[src/rtl/aes128_csr_if.sv]
// rtl/aes128_csr_if.sv - MMIO request/response bundle for the AES-128 AFU CSR block
//
// Purpose: groups the host MMIO request strobes and the read-response path.
// Ports:
//   mmio_wr_valid / mmio_rd_valid  request strobes, one cycle per request
//   mmio_addr      address in 32-bit word units
//   mmio_tid       read transaction ID
//   mmio_wdata     write data
//   rsp_valid / rsp_tid / rsp_data  read response
// Modports: master drives requests, slave (the CSR block) answers them.

interface aes128_csr_if;
  logic        mmio_wr_valid;
  logic        mmio_rd_valid;
  logic [15:0] mmio_addr;
  logic [8:0]  mmio_tid;
  logic [63:0] mmio_wdata;
  logic        rsp_valid;
  logic [8:0]  rsp_tid;
  logic [63:0] rsp_data;

  modport master (
    output mmio_wr_valid, mmio_rd_valid, mmio_addr, mmio_tid, mmio_wdata,
    input  rsp_valid, rsp_tid, rsp_data
  );

  modport slave (
    input  mmio_wr_valid, mmio_rd_valid, mmio_addr, mmio_tid, mmio_wdata,
    output rsp_valid, rsp_tid, rsp_data
  );
endinterface

[src/rtl/aes128_csr.sv]
// rtl/aes128_csr.sv - AES-128 AFU control/status register block with job control FSM
//
// Purpose: MMIO-decoded DSM base, buffer descriptors and a RESET/IDLE/RUNNING/DONE
// control FSM that issues single-cycle start/stop commands to the engines.
// Ports:
//   clk, SoftReset (async, active-high)
//   mmio          aes128_csr_if.slave request/response bundle
//   dsm_base      DSM base address register
//   buf_addr/buf_size  packed descriptors, entry i at [i]
//   afu_rst, running   FSM state indications
//   start_pulse, stop_pulse  single-cycle engine commands
//   done          job-complete level from the write engine

module aes128_csr #(
  parameter logic [63:0] AFU_ID_L = 64'h0,
  parameter logic [63:0] AFU_ID_H = 64'h0,
  parameter int          N_BUF    = 3
) (
  input  logic                 clk,
  input  logic                 SoftReset,
  aes128_csr_if.slave          mmio,
  output logic [63:0]          dsm_base,
  output logic [N_BUF*64-1:0]  buf_addr,
  output logic [N_BUF*32-1:0]  buf_size,
  output logic                 afu_rst,
  output logic                 start_pulse,
  output logic                 stop_pulse,
  output logic                 running,
  input  logic                 done
);

  typedef enum logic [1:0] {
    ST_RESET   = 2'd0,
    ST_IDLE    = 2'd1,
    ST_RUNNING = 2'd2,
    ST_DONE    = 2'd3
  } state_e;

  // Word addresses (byte offset >> 2)
  localparam logic [15:0] A_DFH    = 16'h000;
  localparam logic [15:0] A_ID_L   = 16'h002;
  localparam logic [15:0] A_ID_H   = 16'h004;
  localparam logic [15:0] A_STATUS = 16'h042;
  localparam logic [15:0] A_DSM    = 16'h044;
  localparam logic [15:0] A_CTRL   = 16'h046;
  localparam logic [15:0] A_BUF    = 16'h048;

  localparam logic [63:0] DFH = {4'b0001, 19'b0, 1'b1, 40'b0};

  state_e      state_q, state_d;
  logic        start_pulse_q, stop_pulse_q;
  logic [63:0] dsm_base_q, dsm_base_d;
  logic [63:0] buf_addr_q [N_BUF];
  logic [63:0] buf_addr_d [N_BUF];
  logic [31:0] buf_size_q [N_BUF];
  logic [31:0] buf_size_d [N_BUF];
  logic        rsp_valid_q;
  logic [8:0]  rsp_tid_q;
  logic [63:0] rsp_data_q, rsp_data_d;
  logic        addr_ok, ctrl_wr, reg_wr;
  logic [3:0]  status;

  assign addr_ok = mmio.mmio_addr < 16'h100;
  assign ctrl_wr = mmio.mmio_wr_valid && addr_ok && (mmio.mmio_addr == A_CTRL);
  // Descriptor and DSM registers are frozen while a job is running.
  assign reg_wr  = mmio.mmio_wr_valid && addr_ok && (state_q != ST_RUNNING);
  // One-hot {DONE, RUNNING, IDLE, RESET}
  assign status  = 4'b0001 << state_q;

  // ---------------- control FSM ----------------
  always_ff @(posedge clk or posedge SoftReset) begin
    if (SoftReset) begin
      state_q       <= ST_RESET;
      start_pulse_q <= 1'b0;
      stop_pulse_q  <= 1'b0;
    end else begin
      state_q       <= state_d;
      start_pulse_q <= (state_q != ST_RUNNING) && (state_d == ST_RUNNING);
      stop_pulse_q  <= (state_q == ST_RUNNING) && (state_d == ST_IDLE);
    end
  end

  // Any control write in a cycle masks done for that cycle; done is a level,
  // so it is seen again on the next cycle if the write left the FSM RUNNING.
  always_comb begin
    state_d = state_q;
    if (ctrl_wr) begin
      case (mmio.mmio_wdata[31:0])
        32'h0: state_d = ST_RESET;
        32'h1: if (state_q == ST_RESET) state_d = ST_IDLE;
        32'h3: if (state_q == ST_IDLE || state_q == ST_DONE) state_d = ST_RUNNING;
        32'h7: if (state_q == ST_RUNNING) state_d = ST_IDLE;
        default: ;
      endcase
    end else if (done && state_q == ST_RUNNING) begin
      state_d = ST_DONE;
    end
  end

  always_comb begin
    afu_rst     = (state_q == ST_RESET);
    running     = (state_q == ST_RUNNING);
    start_pulse = start_pulse_q;
    stop_pulse  = stop_pulse_q;
  end

  // ---------------- register file ----------------
  always_comb begin
    dsm_base_d = dsm_base_q;
    buf_addr_d = buf_addr_q;
    buf_size_d = buf_size_q;
    if (reg_wr) begin
      if (mmio.mmio_addr == A_DSM) dsm_base_d = mmio.mmio_wdata;
      for (int i = 0; i < N_BUF; i++) begin
        if (mmio.mmio_addr == A_BUF + 16'(4 * i))     buf_addr_d[i] = mmio.mmio_wdata;
        if (mmio.mmio_addr == A_BUF + 16'(4 * i + 2)) buf_size_d[i] = mmio.mmio_wdata[31:0];
      end
    end
  end

  // Read data comes from the current (pre-write) register values.
  always_comb begin
    rsp_data_d = '0;
    if (addr_ok) begin
      case (mmio.mmio_addr)
        A_DFH:            rsp_data_d = DFH;
        A_ID_L:           rsp_data_d = AFU_ID_L;
        A_ID_H:           rsp_data_d = AFU_ID_H;
        A_STATUS, A_CTRL: rsp_data_d = {60'b0, status};
        A_DSM:            rsp_data_d = dsm_base_q;
        default:          ;
      endcase
      for (int i = 0; i < N_BUF; i++) begin
        if (mmio.mmio_addr == A_BUF + 16'(4 * i))     rsp_data_d = buf_addr_q[i];
        if (mmio.mmio_addr == A_BUF + 16'(4 * i + 2)) rsp_data_d = {32'b0, buf_size_q[i]};
      end
    end
  end

  always_ff @(posedge clk or posedge SoftReset) begin
    if (SoftReset) begin
      dsm_base_q  <= '0;
      for (int i = 0; i < N_BUF; i++) begin
        buf_addr_q[i] <= '0;
        buf_size_q[i] <= '0;
      end
      rsp_valid_q <= 1'b0;
      rsp_tid_q   <= '0;
      rsp_data_q  <= '0;
    end else begin
      dsm_base_q  <= dsm_base_d;
      buf_addr_q  <= buf_addr_d;
      buf_size_q  <= buf_size_d;
      rsp_valid_q <= mmio.mmio_rd_valid;
      if (mmio.mmio_rd_valid) begin
        rsp_tid_q  <= mmio.mmio_tid;
        rsp_data_q <= rsp_data_d;
      end
    end
  end

  assign dsm_base = dsm_base_q;
  for (genvar g = 0; g < N_BUF; g++) begin : g_pack
    assign buf_addr[g*64 +: 64] = buf_addr_q[g];
    assign buf_size[g*32 +: 32] = buf_size_q[g];
  end

  assign mmio.rsp_valid = rsp_valid_q;
  assign mmio.rsp_tid   = rsp_tid_q;
  assign mmio.rsp_data  = rsp_data_q;

endmodule

[src/flat_wrapper.sv]
// flat-port wrapper written by rule: the top's interface ports become plain ports
module aes128_csr_flat 
#(
  parameter logic [63:0] AFU_ID_L = 64'h0,
  parameter logic [63:0] AFU_ID_H = 64'h0,
  parameter int          N_BUF    = 3
)
  (clk, SoftReset, dsm_base, buf_addr, buf_size, afu_rst, start_pulse, stop_pulse, running, done, mmio_mmio_wr_valid, mmio_mmio_rd_valid, mmio_mmio_addr, mmio_mmio_tid, mmio_mmio_wdata, mmio_rsp_valid, mmio_rsp_tid, mmio_rsp_data);
  aes128_csr_if mmio_i ();
  input  logic clk;
  input  logic SoftReset;
  output logic [63:0] dsm_base;
  output logic [N_BUF*64-1:0] buf_addr;
  output logic [N_BUF*32-1:0] buf_size;
  output logic afu_rst;
  output logic start_pulse;
  output logic stop_pulse;
  output logic running;
  input  logic done;
  input wire logic [$bits(mmio_i.mmio_wr_valid)-1:0] mmio_mmio_wr_valid;
  input wire logic [$bits(mmio_i.mmio_rd_valid)-1:0] mmio_mmio_rd_valid;
  input wire logic [$bits(mmio_i.mmio_addr)-1:0] mmio_mmio_addr;
  input wire logic [$bits(mmio_i.mmio_tid)-1:0] mmio_mmio_tid;
  input wire logic [$bits(mmio_i.mmio_wdata)-1:0] mmio_mmio_wdata;
  output wire logic [$bits(mmio_i.rsp_valid)-1:0] mmio_rsp_valid;
  output wire logic [$bits(mmio_i.rsp_tid)-1:0] mmio_rsp_tid;
  output wire logic [$bits(mmio_i.rsp_data)-1:0] mmio_rsp_data;
  assign mmio_i.mmio_wr_valid = mmio_mmio_wr_valid;
  assign mmio_i.mmio_rd_valid = mmio_mmio_rd_valid;
  assign mmio_i.mmio_addr = mmio_mmio_addr;
  assign mmio_i.mmio_tid = mmio_mmio_tid;
  assign mmio_i.mmio_wdata = mmio_mmio_wdata;
  assign mmio_rsp_valid = mmio_i.rsp_valid;
  assign mmio_rsp_tid = mmio_i.rsp_tid;
  assign mmio_rsp_data = mmio_i.rsp_data;
  aes128_csr #(.AFU_ID_L(AFU_ID_L), .AFU_ID_H(AFU_ID_H), .N_BUF(N_BUF)) u_core (.clk(clk), .SoftReset(SoftReset), .mmio(mmio_i), .dsm_base(dsm_base), .buf_addr(buf_addr), .buf_size(buf_size), .afu_rst(afu_rst), .start_pulse(start_pulse), .stop_pulse(stop_pulse), .running(running), .done(done));
endmodule
[config.mk]
export PLATFORM = sky130hd
export DESIGN_NAME = aes128_csr_flat
export DESIGN_NICKNAME = d
export VERILOG_FILES = /design/src/rtl/aes128_csr_if.sv /design/src/rtl/aes128_csr.sv /design/src/flat_wrapper.sv
export SDC_FILE = /design/constraint.sdc
export NUM_CORES = 1
export LEC_CHECK = 0
export CELL_PAD_IN_SITES_DETAIL_PLACEMENT = 1
export CELL_PAD_IN_SITES_GLOBAL_PLACEMENT = 1
export CORE_ASPECT_RATIO = 0.6
export CORE_MARGIN = 1
export CORE_UTILIZATION = 35
export CTS_BUF_LIST = sky130_fd_sc_hd__clkbuf_16
export DETAILED_ROUTE_END_ITERATION = 7
export PLACE_DENSITY_LB_ADDON = 0.1
export REMOVE_ABC_BUFFERS = 1
export SLEW_MARGIN = 30
export SYNTH_ARGS = -nofsm -noshare
export SYNTH_HDL_FRONTEND = slang
export SYNTH_SLANG_ARGS = --single-unit
[constraint.sdc]
create_clock -name clk -period 14 [get_ports clk]
set_input_delay 1.4 -clock clk [delete_from_list [all_inputs] [get_ports clk]]
set_output_delay 1.4 -clock clk [all_outputs]
set_load 0.01 [all_outputs]
==> out/results.tsv, run 1 <==
metric	value	unit
cts_hold_buf	0	
cts_tree	done	
cp_max_fo	51	
cts_buffer_depth	3	
max_freq	0.2023	GHz
wl_per_cell	27.67	um
pwr-share-comb	5.0	%
holdWs	0.5044	ns
synth_edf_count	0	
critPathArrivalTime	5.38	ns
synth_area_leaders	dfrtp_1, mux2_2, mux2_1	
cp-end-kind	flop	
hp-class	reg2reg	
post_cts_resized	0	
post-cts-setup-buffers	0	
drive_gt1_share	20.82	%
syn_to_final_growth	39.27	%
grt_overflow_total	0	
grt_use_total	26.81	%
fin_crit	4.943	ns
cts.sink_count	430	
powerDensity	94.03	mW/mm2
crit_buf_inv	2	
crit_start	mmio_mmio_addr[13]	
crit_family	simple AND/OR/NAND/NOR gates	
numCtsBuffers	43	
synthArstFlopShare	100.0	%
dp.cells	2581	
setup_violations	0	
yosysMostFrequentCell	dfrtp_1	
drt_iter0_drc	1017	
grt_pass1_vias	15550	
die_area	0.05481	mm2
avgSynthCellArea	13.20	um2
clockPowerShare	44.4	%
ctsHtreeMaxLevel	2	
netlist_instances	1428	
maxCapViolCount	0	
cp_slowest_cell	buf_4	
yosys-top-cells-count	dfrtp_1, mux2_2, mux2_1, o22ai_1, a21oi_1	
synthFlopType	dfrtp_1	
port_buffers	523	
fin_nets	2022	
synth.top_cell.area_share	57.09	%
routed_wl	73.73	mm
start_kind	input port	
p_sw	589.3	uW
path_class	in2reg	
peakVddDrop	0.00008026	V
start_util	35.65	%
outcome	finished with violations	
synth.distinct_cells	65	
p_leak	0.01164	uW
cp_data_required_time	14.44	ns
seqPwrFrac	50.6	%
setup_tns	0	ns
cts_root_buf	clkbuf_16	
firstDrtPassIters	8	
rows	65	
clk_pin_slew	0.06	ns
violations	design-rule violations	
grt_start_max_net_pins	120	
rsz0062_at_grt	false	
skew	0.01868	ns
synth_top_cell_by_area	dfrtp_1	
yosysWarnings	0	
utilization	49.65	%
die_height	181.8	um
hp-start	u_core.mmio.rsp_tid[7]	
r2r-start	u_core.state_q[1]	
fp.dieW	301.6	um
ys_ff_latch	430	
worstSkewPairLatency	0.56	ns
hold_viol	0	
vias_per_cell	5.543	
cpPeakStageDelay	0.84	ns
internal-power	1879	uW
timing.final.crit_share	35.31	%
slew_headroom	35.63	%
io_pins	524	
crit_chain	clkdlybuf4s50_1 > nor4_4 > nand4_1 > or2_1 > nor2b_4 > buf_4 > mux2_2	
dp_hpwl	49.14	mm
gp_routability_congestion	0.8300	
slew_violations	0	
num_vias	14770	
worst_pin_slew	0.9655	ns
grt_pass1_wl	109.8	mm
stdcell_count	2665	
syn-cell-area	0.01885	mm2
seq_area_frac_synth	57.09	%
coreArea	0.05286	mm2
drc	16	
antenna_found_initial	2	
swShare	23.87	%
ant_nets	0	
[path summary, 6_finish.rpt]
check	endpoint	cells past startpoint	slack, ns
min in group asynchronous	u_core.mmio.rsp_data[56]	2	1.40
max in group asynchronous	u_core.buf_size[71]	4	10.40
min	u_core.mmio.rsp_tid[7]	1	0.50
min reg2reg	u_core.mmio.rsp_tid[7]	1	0.50
max	u_core.dsm_base[43]	7	9.06
max reg2reg	u_core.dsm_base[43]	6	10.38
[sequential cells by signal (all words and copies together), names as in the netlist]
name and count:
u_core.mmio.rsp_valid 1, u_core.state_q 2, u_core.stop_pulse 1, u_core.buf_size 96
u_core.start_pulse 1, u_core.mmio.rsp_data 64, u_core.buf_addr 192, u_core.dsm_base 64
u_core.mmio.rsp_tid 9
[cells by family after synthesis]
logic type      count (synthesis)  share of synthesized area, %
xor+xnor                        3                        0.1394
buf+inv                       145                         3.386
simple gates                  166                         5.590
mux                           361                         21.56
compound gates                323                         12.23
flops                         430                         57.09
[layout make-up]
class                           count  area, um2
Clock inverter                     33      180.2
Sequential cell                   430      10760
Fill cell                        5391      26610
Antenna cell                        2      5.005
Timing Repair Buffer              560       5575
Inverter                           40      157.7
Tap cell                          703      879.6
Clock buffer                       44       1101
Multi-Input combinational cell    853       7590
[routing by layer]
metal / global-route usage [%] / part of all wire (%) / wire length (um)
met1: 37.37 / 44 / 32770
met2: 42.35 / 47 / 34770
met3: 5.444 / 5.8 / 4280
met4: 7.333 / 2.6 / 1910
met5: 0 / 0 / 0
[through the flow]
| step | setup slack, ns | power (uW) | area, um2 |
|---|---|---|---|
| floorplan | 0.6250 | 1313 | 18360 |
| global placement | 8.513 | 1393 | 24830 |
| detailed placement | 8.339 | 1395 | 24880 |
| CTS | 8.941 | 2499 | 26160 |
| global route | 8.867 | 2556 | 26250 |
| finish | 9.057 | 2468 | 26250 |
[power by group through the flow]
stage                     registers (uW)  clock network (uW)  logic (uW)
final                               1250                1100         122
after global routing                1250                1170         133
after CTS                           1250                1130         123
after detailed placement            1270                   0         122
after global placement              1270                   0         120
after floorplan                     1280                   0        37.1
[placed cells by master (no fill, tap or decap), types with 11 or more instances in the layout]
cell type	instances
a21boi_0	30
a31oi_1	19
a221oi_1	14
buf_4	33
a21o_1	28
dfrtp_1	430
a222oi_1	30
clkbuf_16	44
clkdlybuf4s50_1	521
o22ai_1	61
nor2b_1	19
nand4b_1	17
inv_1	50
a311o_1	11
a21oi_1	49
a221o_1	18
clkinv_1	12
mux2_2	285
nor2_1	22
nand2_1	39
mux2_1	75
o21ai_0	26
No activity file was read; power rests on OpenSTA's default activity.
==> run 2: changes to the inputs <==
Clock period 14 ns to 4 ns, I/O delays scaled along.
==> out/results.tsv, run 2 (synthesis gave the netlist of run 1 again) <==
metric	value	unit	change
r2r_slack	1.54	ns	-8.84 ns
maxCapViolCount	0		unchanged
rows	65		unchanged
drive_gt1_share	21.63	%	+0.81 points
setup_violations	0		unchanged
skew	0.02208	ns	+0.003393 ns
outcome	finished with violations		
drc	15		-1
ctsHtreeMaxLevel	2		unchanged
cts_hold_buf	0		unchanged
ant_nets	0		unchanged
violations	design-rule violations		
grt_overflow_total	0		unchanged
final_common_cell	clkdlybuf4s50_1		
cp-end-kind	flop		
fin_nets	2041		+0.94%
worstReg2RegEnd	u_core.dsm_base[8]		
antenna_found_initial	0		-2
drt_iter0_drc	881		-13%
r2r-start	u_core.state_q[0]		
die_area	0.05481	mm2	unchanged
timing.final.crit_share	70.60	%	
cp_max_fo	28		-45%
fp.dieW	301.6	um	unchanged
syn_to_final_growth	40.62	%	
gp_routability_congestion	0.8191		-1.3%
powerDensity	329.2	mW/mm2	+250%
path_class	in2reg		
routed_wl	73.86	mm	+0.18%
dp_hpwl	50.24	mm	+2.2%
slew_violations	0		unchanged
wl_per_cell	27.54	um	-0.45%
largest_reg_flops	192		unchanged
holdWs	0.3665	ns	-0.1379 ns
setup_tns	0	ns	unchanged
vias_per_cell	5.523		-0.36%
cts_buffer_depth	3		unchanged
start_util	35.65	%	unchanged
grt_use_total	26.82	%	about the same
worstSkewPairLatency	0.56	ns	about the same
firstDrtPassIters	8		unchanged
clk_pin_slew	0.07	ns	about the same
mostFrequentLayoutCells	clkdlybuf4s50_1, dfrtp_1, mux2_2, mux2_1, o22ai_1		
cts_root_buf	clkbuf_16		
peakVddDrop	0.0002568	V	+220%
p_leak	0.01176	uW	+1.0%
grt_pass1_wl	109.8	mm	about the same
cts_tree	done		
worst_pin_slew	0.9213	ns	-0.04414 ns
cts.sink_count	430		unchanged
critPathArrivalTime	3.24	ns	-2.14 ns
rsz0062_at_grt	false		
hold_viol	0		unchanged
cp_data_required_time	4.41	ns	-10.03 ns
hp-class	in2async		
post-cts-setup-buffers	0		unchanged
num_vias	14810		+0.28%
n_antenna_cell	0		-2
post_cts_resized	0		unchanged
grt_pass1_vias	15820		+1.8%
start_kind	input port		
port_buffers	523		unchanged
numCtsBuffers	44		+2.3%
grt_start_max_net_pins	91		-24%
max_freq	0.3541	GHz	
rr_worst_depth	7		+1
coreArea	0.05286	mm2	unchanged
fin_crit	2.824	ns	
slew_headroom	38.58	%	+2.9 points
io_pins	524		unchanged
die_height	181.8	um	unchanged
## run 2: worst max-delay path: stages
cell             delay, ns
clkdlybuf4s50_1       0.54
or4b_1                0.64
or4_2                 1.07
o22ai_1               0.35
a311o_1               0.16
a21oi_1               0.08
## run 2: per-layer routing
layer,up-vias,wire (um),track usage [%]
li1,6433,-,-
met3,112,3481,4.415
met2,390,35220,43.39
met5,-,0,0
met1,7879,33170,37.04
met4,0,1988,7.636
## run 2: area by class of cell
cell class	count	area [um2]
inverters	40	157.7
multi-input cells	853	7576
repair buffers	578	5803
fillers	5402	26360
flip-flops and latches	430	10760
well taps	703	879.6
clock buffers	46	1151
clock inverters	32	176.4
## run 2: report_power, final
group          leakage, uW  internal [uW]  switching (uW)
Combinational      0.00511            164             276
Sequential         0.00597           4360            8.37
Clock             0.000685           2140            1780
## run 2: stage by stage
step / cell area, um2 / util [%] / setup slack, ns / power, uW / instances
floorplan: 18360 / - / -8.375 / 4594 / 1323
global placement: 25180 / 47.62 / 0.7200 / 4890 / 2604
detailed placement: 25180 / 47.63 / 0.6277 / 4897 / 2604
CTS: 26500 / 50.14 / 1.199 / 8832 / 2682
global route: 26500 / 50.14 / 1.120 / 9035 / 2682
finish: 26500 / 50.14 / 1.176 / 8725 / 2682
## run 2: how the worst max path moves through the flow
stage	from	endpoint	slack [ns]	cells after the start
5_1_grt	mmio_mmio_addr[0]	u_core.mmio.rsp_data[13]	1.12	6
6_report	mmio_mmio_addr[0]	u_core.mmio.rsp_data[23]	1.18	6
3_3_place_gp	mmio_mmio_addr[0]	u_core.mmio.rsp_data[6]	0.72	6
4_1_cts	mmio_mmio_addr[0]	u_core.mmio.rsp_data[23]	1.20	6
3_5_place_dp	mmio_mmio_addr[0]	u_core.mmio.rsp_data[23]	0.63	6
2_1_floorplan	SoftReset	u_core.buf_addr[0]	-8.37	1
==> run 3: changes to the inputs <==
Clock period 4 ns to 2.47 ns, I/O delays scaled along.
==> out/results.tsv, run 3 (synthesis gave the netlist of run 1 again) <==
metric	value	unit	change
wl_met1	34.83	mm	+5.0%
cp_data_required_time	2.95	ns	-1.46 ns
cts_tree	done		
cts.sink_count	430		unchanged
fin_crit	2.368	ns	
wl_met2	35.80	mm	+1.6%
r2r-start	u_core.state_q[0]		
outcome	finished with violations		
vias_per_cell	5.514		-0.18%
hold_viol	0		unchanged
peakVddDrop	0.0005437	V	+110%
fp.dieW	301.6	um	unchanged
crit_family	buffers and inverters		
drc	15		unchanged
post-cts-setup-buffers	0		unchanged
numCtsBuffers	44		unchanged
rsz0062_at_grt	false		
worstSkewPairLatency	0.56	ns	about the same
grt_start_max_net_pins	54		-41%
r2r_slack	0.18	ns	-1.36 ns
utilization	52.68	%	+2.5 points
crit_chain	clkdlybuf4s50_1 > or4b_1 > buf_4 > nor4_2 > buf_4 > buf_12 > a222oi_1 > a21boi_0 > o22ai_1		
ant_nets	0		unchanged
hp-class	in2async		
clk_pin_slew	0.07	ns	about the same
slew_violations	0		unchanged
final_common_cell	clkdlybuf4s50_1		
violations	design-rule violations		
dr_wl_met3	3.495	mm	+0.40%
maxCapViolCount	0		unchanged
mostFrequentLayoutCells	clkdlybuf4s50_1, dfrtp_1, mux2_2, buf_4, mux2_1		
cts_hold_buf	0		unchanged
io_pins	524		unchanged
rr_worst_depth	7		unchanged
antenna_found_initial	3		+3
crit_buf_inv	4		+3
timing.final.crit_share	95.88	%	
start_util	35.65	%	unchanged
grt_pass1_wl	114.0	mm	+3.8%
worstReg2RegEnd	u_core.buf_addr[43]		
path_class	in2reg		
cts_root_buf	clkbuf_16		
drive_gt1_share	25.94	%	+4.3 points
top_layer	met5		
dp_hpwl	54.87	mm	+9.2%
p_leak	0.01250	uW	+6.3%
largest_reg_flops	192		unchanged
die_area	0.05481	mm2	unchanged
slew_headroom	64.29	%	+26 points
die_height	181.8	um	unchanged
gp_routability_congestion	0.8228		+0.45%
cp-end-kind	flop		
cpPeakStageDelay	0.64	ns	-0.43 ns
fin_nets	2157		+5.7%
holdWs	0.09217	ns	-0.2744 ns
cts_buffer_depth	3		unchanged
cp_slowest_cell	clkdlybuf4s50_1		
routed_wl	76.63	mm	+3.7%
firstDrtPassIters	8		unchanged
port_buffers	523		unchanged
cp_max_fo	25		-11%
grt_pass1_vias	16680		+5.4%
start_kind	input port		
drt_iter0_drc	923		+4.8%
ctsHtreeMaxLevel	2		unchanged
max_freq	0.4223	GHz	
rows	65		unchanged
worst_path_most_repeated_cell	buf_4		
power	14810	uW	+70%
syn_to_final_growth	47.74	%	
setup_violations	0		unchanged
grt_use_total	27.82	%	+1.0 points
critPathArrivalTime	2.85	ns	-0.39 ns
powerDensity	531.9	mW/mm2	+62%
wl_per_cell	27.39	um	-0.56%
num_vias	15430		+4.1%
skew	0.02471	ns	+0.002637 ns
worst_pin_slew	0.5307	ns	-0.3906 ns
grt_overflow_total	0		unchanged
coreArea	0.05286	mm2	unchanged
[run 3: worst max path at each step]
stage                     cells after the start  slack, ns              start                       end
after floorplan                               1      -9.75          SoftReset        u_core.buf_addr[0]
after global placement                        9      -0.43  mmio_mmio_addr[5]  u_core.mmio.rsp_data[37]
after detailed placement                      9      -0.49  mmio_mmio_addr[5]  u_core.mmio.rsp_data[54]
after CTS                                     9       0.10  mmio_mmio_addr[5]  u_core.mmio.rsp_data[46]
after global routing                          6       0.08  u_core.state_q[0]       u_core.buf_size[45]
final                                         9       0.10  mmio_mmio_addr[6]  u_core.mmio.rsp_data[46]
[run 3: final cells by class]
| type | instances | area, um2 |
|---|---|---|
| multi-input cells | 853 | 7575 |
| diodes | 2 | 5.005 |
| flip-flops and latches | 430 | 10760 |
| repair buffers | 694 | 7027 |
| fillers | 5326 | 25020 |
| clock inverters | 30 | 291.5 |
| well taps | 703 | 879.6 |
| inverters | 40 | 157.7 |
| clock buffers | 46 | 1151 |
[run 3: metal layers]
metal	track usage, %	vias up
met5	0	-
met4	9.434	2
met3	4.128	143
met2	44.04	458
met1	38.95	8142
li1	-	6682
[run 3: repair_timing]
item                                   in CTS  in global routing
setup endpoints to repair                   0                 12
resized for setup                           0                  1
endpoints found under the hold margin       0                  0
[run 3: power by group]
group	switching [uW]	leakage, uW	internal [uW]	total, uW
combinational	472	0.00580	339	811
clock	2940	0.000736	3980	6920
sequential	13.8	0.00597	7070	7080
total	3430	0.0125	11400	14800
[run 3: stage by stage]
stage / worst slack [ns] / TNS (ns) / std cells / cell area [um2]
after CTS: 0.1000 / 0 / 2796 / 27840
after floorplan: -9.752 / -4938.66 / 1323 / 18360
after global placement: -0.4341 / -106.99 / 2720 / 26400
after detailed placement: -0.4896 / -111.14 / 2720 / 26400
after global routing: 0.08177 / 0 / 2798 / 27850
final: 0.1018 / 0 / 2798 / 27850
[run 3: worst reg2reg max path: stages, from the launching register on]
cell and delay (ns):
dfrtp_1 0.46, nand2b_1 0.30, nand4_1 0.17, buf_4 0.22
nor3_4 0.24, buf_4 0.21, buf_12 0.20, mux2_2 0.39
